[src/rtl/cmd_frame_tx.sv]
// ---------------------------------------------------------------------------
// cmd_frame_tx
//   Serial command-frame transmitter. Accepts one command set (mode, speed,
//   direction) through a valid/ready handshake and sends it on an idle-high
//   line in this order: start(0), mode[1:0], speed_cmd MSB first, dir_cmd MSB
//   first, even parity, stop(1). An idle gap of gap_bits bit-times follows the
//   stop bit. Each line bit lasts bit_div clock cycles.
//
// Parameters
//   cmd_l     width of speed_cmd and dir_cmd
//   bit_div   clock cycles per line bit (>= 1)
//   gap_bits  idle bit-times after the stop bit (0 allowed)
//
// Ports
//   clk        rising-edge clock
//   rst        asynchronous active-low reset
//   valid      command set present on speed_cmd / dir_cmd / mode
//   speed_cmd  speed command to send
//   dir_cmd    direction command to send
//   mode       operation mode to send
//   ready      block can accept a frame
//   tx         serial line, idle high (registered)
//   busy       frame or gap in progress (always ~ready)
//   frame_cnt  completed frames, wraps at 256
// ---------------------------------------------------------------------------
module cmd_frame_tx #(
  parameter int cmd_l    = 4,
  parameter int bit_div  = 8,
  parameter int gap_bits = 2
) (
  input  logic             clk,
  input  logic             rst,
  input  logic             valid,
  input  logic [cmd_l-1:0] speed_cmd,
  input  logic [cmd_l-1:0] dir_cmd,
  input  logic [1:0]       mode,
  output logic             ready,
  output logic             tx,
  output logic             busy,
  output logic [7:0]       frame_cnt
);

  // Payload bits between start bit and parity bit.
  localparam int P  = 2 * cmd_l + 2;
  // Bit-timer width; at least one bit even when bit_div = 1.
  localparam int TW = (bit_div > 1) ? $clog2(bit_div) : 1;
  // Bit counter covers both payload positions and gap bit-times.
  localparam int CW = $clog2(P + gap_bits + 1);

  localparam logic [TW-1:0] BIT_LAST  = TW'(bit_div - 1);
  localparam logic [CW-1:0] DATA_LAST = CW'(P - 1);
  localparam logic [CW-1:0] GAP_LAST  = (gap_bits > 0) ? CW'(gap_bits - 1) : '0;

  typedef enum logic [2:0] {
    IDLE,
    START,
    DATA,
    PARITY,
    STOP,
    GAP
  } state_t;

  state_t          state;
  logic [TW-1:0]   bit_timer;
  logic [CW-1:0]   bit_cnt;
  logic [P-1:0]    shift_reg;
  logic            parity;

  logic            bit_end;
  logic            frame_last;
  logic            accept;
  logic [P-1:0]    payload;

  assign payload = {mode, speed_cmd, dir_cmd};
  assign bit_end = (bit_timer == BIT_LAST);

  // Last cycle of the final bit-time of a frame (stop bit when there is no
  // gap, otherwise the last gap bit). The block is ready from the edge that
  // ends this cycle, so a valid present at that edge is taken as the accept of
  // the first ready cycle; this gives back-to-back frames with no idle cycle.
  assign frame_last = bit_end &&
                      ((gap_bits == 0) ? (state == STOP)
                                       : (state == GAP && bit_cnt == GAP_LAST));

  assign accept = valid && (ready || frame_last);

  assign busy = ~ready;

  // NOTE: all state below uses non-blocking assignments so every register
  // samples the pre-edge values of the others; blocking here would make the
  // result depend on statement order.
  always_ff @(posedge clk or negedge rst) begin
    if (!rst) begin
      state     <= IDLE;
      tx        <= 1'b1;
      ready     <= 1'b1;
      frame_cnt <= '0;
      bit_timer <= '0;
      bit_cnt   <= '0;
      shift_reg <= '0;
      parity    <= 1'b0;
    end else begin
      // Completed stop bit: count it, whether or not a frame chains behind it.
      if (state == STOP && bit_end) begin
        frame_cnt <= frame_cnt + 8'd1;
      end

      // Bit timer runs only while a frame or gap is in progress.
      bit_timer <= (state == IDLE || bit_end) ? '0 : bit_timer + TW'(1);

      if (accept) begin
        shift_reg <= payload;
        parity    <= ^payload;
        bit_cnt   <= '0;
        tx        <= 1'b0;
        ready     <= 1'b0;
        state     <= START;
      end else if (bit_end) begin
        case (state)
          START: begin
            state     <= DATA;
            tx        <= shift_reg[P-1];
            shift_reg <= {shift_reg[P-2:0], 1'b0};
            bit_cnt   <= '0;
          end
          DATA: begin
            if (bit_cnt == DATA_LAST) begin
              state <= PARITY;
              tx    <= parity;
            end else begin
              bit_cnt   <= bit_cnt + CW'(1);
              tx        <= shift_reg[P-1];
              shift_reg <= {shift_reg[P-2:0], 1'b0};
            end
          end
          PARITY: begin
            state <= STOP;
            tx    <= 1'b1;
          end
          STOP: begin
            if (gap_bits == 0) begin
              state <= IDLE;
              ready <= 1'b1;
            end else begin
              state   <= GAP;
              bit_cnt <= '0;
            end
          end
          GAP: begin
            if (bit_cnt == GAP_LAST) begin
              state <= IDLE;
              ready <= 1'b1;
            end else begin
              bit_cnt <= bit_cnt + CW'(1);
            end
          end
          default: begin
            state <= IDLE;
          end
        endcase
      end
    end
  end

endmodule

[config.mk]
export PLATFORM = sky130hd
export DESIGN_NAME = cmd_frame_tx
export DESIGN_NICKNAME = d
export VERILOG_FILES = /design/src/rtl/cmd_frame_tx.sv
export SDC_FILE = /design/constraint.sdc
export NUM_CORES = 1
export LEC_CHECK = 0
export CORE_MARGIN = 5
export CORE_UTILIZATION = 57
export DETAILED_ROUTE_END_ITERATION = 6
export PLACE_DENSITY = 0.82
export SLEW_MARGIN = 20
export SYNTH_ARGS = -nofsm -noshare
export SYNTH_HDL_FRONTEND = slang
export SYNTH_SLANG_ARGS = --single-unit
[constraint.sdc]
create_clock -name clk -period 6.08 [get_ports clk]
set_clock_uncertainty 0.2 [all_clocks]
set_input_delay 1.216 -clock clk [delete_from_list [all_inputs] [get_ports clk]]
set_output_delay 1.216 -clock clk [all_outputs]
set_load 0.01 [all_outputs]
# Yosys cells after proc, flatten, opt, wreduce, memory -nomap -nowiden
# Cells that the tools add are included.
[totals]
ff_bits = 31
input_bits = 13
[op_classes]
addsub = 3
n_eq_ne = 12
mux = 23
bitwise_logic = 1
reduce_logical = 20
[ops]
columns = ["operator", "n"]
rows = [
  ["$mux W10", 3],
  ["$pmux W10 S2", 1],
  ["$mux W4", 4],
  ["$mux W3", 5],
  ["$pmux W3 S5", 1],
  ["$pmux W4 S3", 1],
  ["$reduce_xor A10 Y1", 1],
  ["$eq A3 B3 Y1 const B", 3],
  ["$ne A3 B3 Y1 const B", 3],
  ["$reduce_and A3 Y1", 3],
  ["$add A8 B1 Y8 const B", 1],
  ["$reduce_bool A4 Y1", 2],
  ["$mux W1", 7],
  ["$eq A3 B2 Y1 const B", 2],
  ["$reduce_bool A2 Y1", 3],
  ["$add A4 B1 Y4 const B", 1],
  ["$eq A4 B1 Y1 const B", 1],
  ["$eq A4 B4 Y1 const B", 1],
  ["$logic_and A1 B1 Y1", 4],
  ["$reduce_and A4 Y1", 1],
  ["$add A3 B1 Y3 const B", 1],
  ["$eq A3 B1 Y1 const B", 1],
  ["$logic_not A3 Y1", 1],
  ["$ne A3 B2 Y1 const B", 1],
  ["other kinds (6)", 7],
]

# Depth between registers and ports, before layout
[logic_depth]
word_depth = 7
ltp_mapped = 8
ltp_nobuf = 7

# Worst setup path after synthesis
# No wires, ideal clock.
[synth_timing]
path_kind = "input-to-reg"
start = "input port speed_cmd[2]"
end = "register parity"
setup_ns = 0.137
t_arrival_ns = 1.863
t_required_ns = 5.743
setup_slack_ns = 3.880
stages = 5
path_cell_list = "xnor2_1 > xnor2_1 > xnor2_1 > xnor2_1 > o21ai_0"
[synth_via]
elab_chain_len = 1
[synth_rtl]
columns = ["element", "line", "rtl"]
rows = [
  ["start: declaration", "34", "input logic [cmd_l-1:0] speed_cmd,"],
  ["$reduce_xor A10 Y1", "113", "parity <= ^payload;"],
  ["end signal: assignment", "113", ""],
  ["end: declaration", "67", "logic parity;"],
]
# No other way between the ends.
# A chain may end at the register's enable or synchronous reset.

# Worst setup path in the final report
[layout_timing]
start = "register tx"
end = "output port tx"
[layout_lines]
columns = ["element", "line", "rtl"]
rows = [
  ["start: declaration", "38", "output logic tx,"],
  ["start signal: assignment", "122", "tx <= shift_reg[P-1];"],
  ["start signal: assignment", "129", "tx <= parity;"],
  ["start signal: assignment", "132", "tx <= shift_reg[P-1];"],
]
# No word-level cell between the ends.

==> impl_metrics.env <==
export IMPL_status="complete, no violations"
export IMPL_cp_slowest_stage_delay_ns=0.56
export IMPL_ios=24
export IMPL_antenna_cells=0
export IMPL_finalCriticalPeriod_ns=2.84
export IMPL_r2r_cells=7
export IMPL_p_switching_mw=0.230
export IMPL_netlist_area_sq_um=1640
export IMPL_ys_warn_count=0
export IMPL_dr_wl_met2_um=1450
export IMPL_crit_buf_inv=1
export IMPL_final_area_sq_um=1970
export IMPL_hold_buffers=0
export IMPL_routedWlPerCell_um=14.0
export IMPL_ys_types=39
export IMPL_grt_util_all_layers=0.167
export IMPL_drc=0
export IMPL_end_kind="output port"
export IMPL_num_nets_final=204
export IMPL_p_int_mw=0.482
export IMPL_pwr_share_clk=0.240
export IMPL_largest_reg_flops=10
export IMPL_p_sw_frac=0.323
export IMPL_hold_path_depth=1
export IMPL_dieArea_sq_um=4050
export IMPL_via_count=1222
export IMPL_final_setup_tns_ns=0
export IMPL_drtIter0Drc=52
export IMPL_synth_edff_count=0
export IMPL_final_hold_violation_count=0
export IMPL_ys_ff_latch=31
export IMPL_drv_slew=0
export IMPL_fin_util=0.716
export IMPL_syn2layout_area_growth_pct=20.4
export IMPL_chipWidth_um=63.6
export IMPL_cp_top_family="flip-flops"
export IMPL_rsz0062_at_grt="no"
export IMPL_max_slew_margin=0.537
export IMPL_arrival_ns=1.43
export IMPL_nFillCells=197
export IMPL_synthFlopType="dfrtp_1"
export IMPL_routed_via_density=5.61
export IMPL_num_rows=19
export IMPL_final_common_cell="dfrtp_1"
export IMPL_path_class="reg -> out"
export IMPL_grt_max_degree=32
export IMPL_cts_sinks=31
export IMPL_tightest_slew_ns=0.695
export IMPL_cp_required_ns=4.66
export IMPL_crit_chain="clkdlybuf4s50_1"
export IMPL_grt_pass1_wl_um=5230
export IMPL_cp_depth=1
export IMPL_hpwl_um=2220
export IMPL_power_leakage_nw=0.799
export IMPL_synthArstFlopShare=1.00
export IMPL_synth_seq_area_share=0.475
export IMPL_cts_root_buffer="clkbuf_4"
export IMPL_gp_congestion=0.769
export IMPL_setup_ws_ns=3.24
export IMPL_cts_setup_buffers=0
export IMPL_setup_viol=0
export IMPL_grt_overflow_total=0
export IMPL_ir_drop_mv=0.271
export IMPL_cts_tree="yes"
export IMPL_fmax_mhz=352
export IMPL_final_cell_mix="29 x dfrtp_1, 23 x clkdlybuf4s50_1, 16 x xnor2_1, 15 x nor2_1, 14 x a21oi_1"
export IMPL_syn_inst=163
export IMPL_start_util=0.594
export IMPL_antenna_found_initial=0
export IMPL_fin_crit_sh=0.467
export IMPL_met1_length_um=1370
export IMPL_hold_class="reg -> reg"
export IMPL_antenna_left=0
export IMPL_slowest_stage="dfstp_2"
export IMPL_worstPathMaxFanout=3
export IMPL_cts_buffers=5
export IMPL_start_kind="flip-flop"
export IMPL_place_ws_ns=3.32
export IMPL_powerDensity_nw_per_um2=361
export IMPL_syn_num_nets=181
export IMPL_clkTransAtPathRegs_ns=0.09
export IMPL_post_cts_resized=0
export IMPL_combPwrFrac=0.305
export IMPL_placed_area_sq_um=1880
export IMPL_h_tree_depth=2
export IMPL_wirelength_um=3050
export IMPL_portBuffers=23
export IMPL_syn_avg_cell_area_sq_um=10.1
export IMPL_core_area_sq_um=2760
export IMPL_p_seq_frac=0.455
export IMPL_dr_wl_met3_um=173
export IMPL_grt_pass1_vias=1173
export IMPL_drv_cap=0
export IMPL_drive_gt1_frac=0.102
export IMPL_routed_top_layer="met4"
export IMPL_clock_path_buffers=2
export IMPL_insertion_delay_ns=0.35
export IMPL_dr_pass1_iters=4
export IMPL_die_y_um=63.6
final cells by class:
| type | instances | area [sq um] | area share |
|---|---|---|---|
| clock buffers | 6 | 51.3 | 0.0260 |
| clock inverters | 2 | 35.0 | 0.0178 |
| inverters | 5 | 18.8 | 0.00951 |
| multi-input cells | 119 | 813 | 0.412 |
| flip-flops and latches | 31 | 778 | 0.394 |
| well taps | 31 | 38.8 | 0.0197 |
| repair buffers | 24 | 238 | 0.120 |
cells in the mapped netlist (2+ instances only):
library cell   n  area (sq um)
dfrtp_1       29           726
xnor2_1       16           140
a21oi_1       15          75.1
nor2_1        15          56.3
nand2_1       11          41.3
mux2i_1        9          90.1
clkbuf_1       6          22.5
ha_1           5          62.6
inv_1          5          18.8
o21ai_0        5          25.0
nand4_1        4          25.0
nor3_1         4          20.0
and3_1         3          18.8
nand2b_1       3          18.8
a41oi_1        2          17.5
and2_1         2          12.5
buf_2          2          10.0
dfstp_2        2          52.6
mux2_2         2          22.5
nand3b_1       2          15.0
nor2b_1        2          12.5
nor3b_1        2          15.0
power groups by stage:
| stage | sequential [mW] | clock [mW] | combinational (mW) |
|---|---|---|---|
| 2_1_floorplan | 0.310 | 0 | 0.172 |
| 3_5_place_dp | 0.328 | 0 | 0.219 |
| 3_3_place_gp | 0.322 | 0 | 0.208 |
| 6_report | 0.324 | 0.171 | 0.217 |
| 4_1_cts | 0.324 | 0.173 | 0.220 |
| 5_1_grt | 0.334 | 0.185 | 0.251 |
through the flow:
step           total power, mW  hold WS [ns]  cells
6_report                 0.712         0.257    218
3_3_place_gp             0.529         0.230    210
2_1_floorplan            0.482         0.215    163
4_1_cts                  0.717         0.273    218
3_5_place_dp             0.546         0.260    210
5_1_grt                  0.770         0.293    218
routing by layer:
metal | up-vias | GRT usage
li1 | 618 | -
met1 | 568 | 0.203
met2 | 31 | 0.263
met3 | 5 | 0.0657
met4 | 0 | 0.0701
met5 | - | 0
logic make-up (layout without fill, tap and decap cells):
family | Yosys count | count (layout) | share of synthesized area
AO/OA/AOI/OAI | 32 | 32 | 0.123
multiplexers | 11 | 11 | 0.0687
buffers and inverters | 13 | 37 | 0.0313
flip-flops | 31 | 31 | 0.475
AND/OR/NAND/NOR | 54 | 54 | 0.173
XOR/XNOR | 17 | 17 | 0.0908
adder cells (fa/ha/maj) | 5 | 5 | 0.0382
path summary, 6_finish.rpt:
path	slack (ns)	to	from
setup reg to reg	3.62	bit_cnt[3]	bit_timer[0]
hold / removal	0.26	bit_timer[0]	bit_timer[0]
min in group asynchronous	1.05	shift_reg[9]	rst
setup / recovery	3.24	tx	tx
hold reg to reg	0.26	bit_timer[0]	bit_timer[0]
max in group asynchronous	4.30	ready	rst
(Power assumes the default switching activity.)
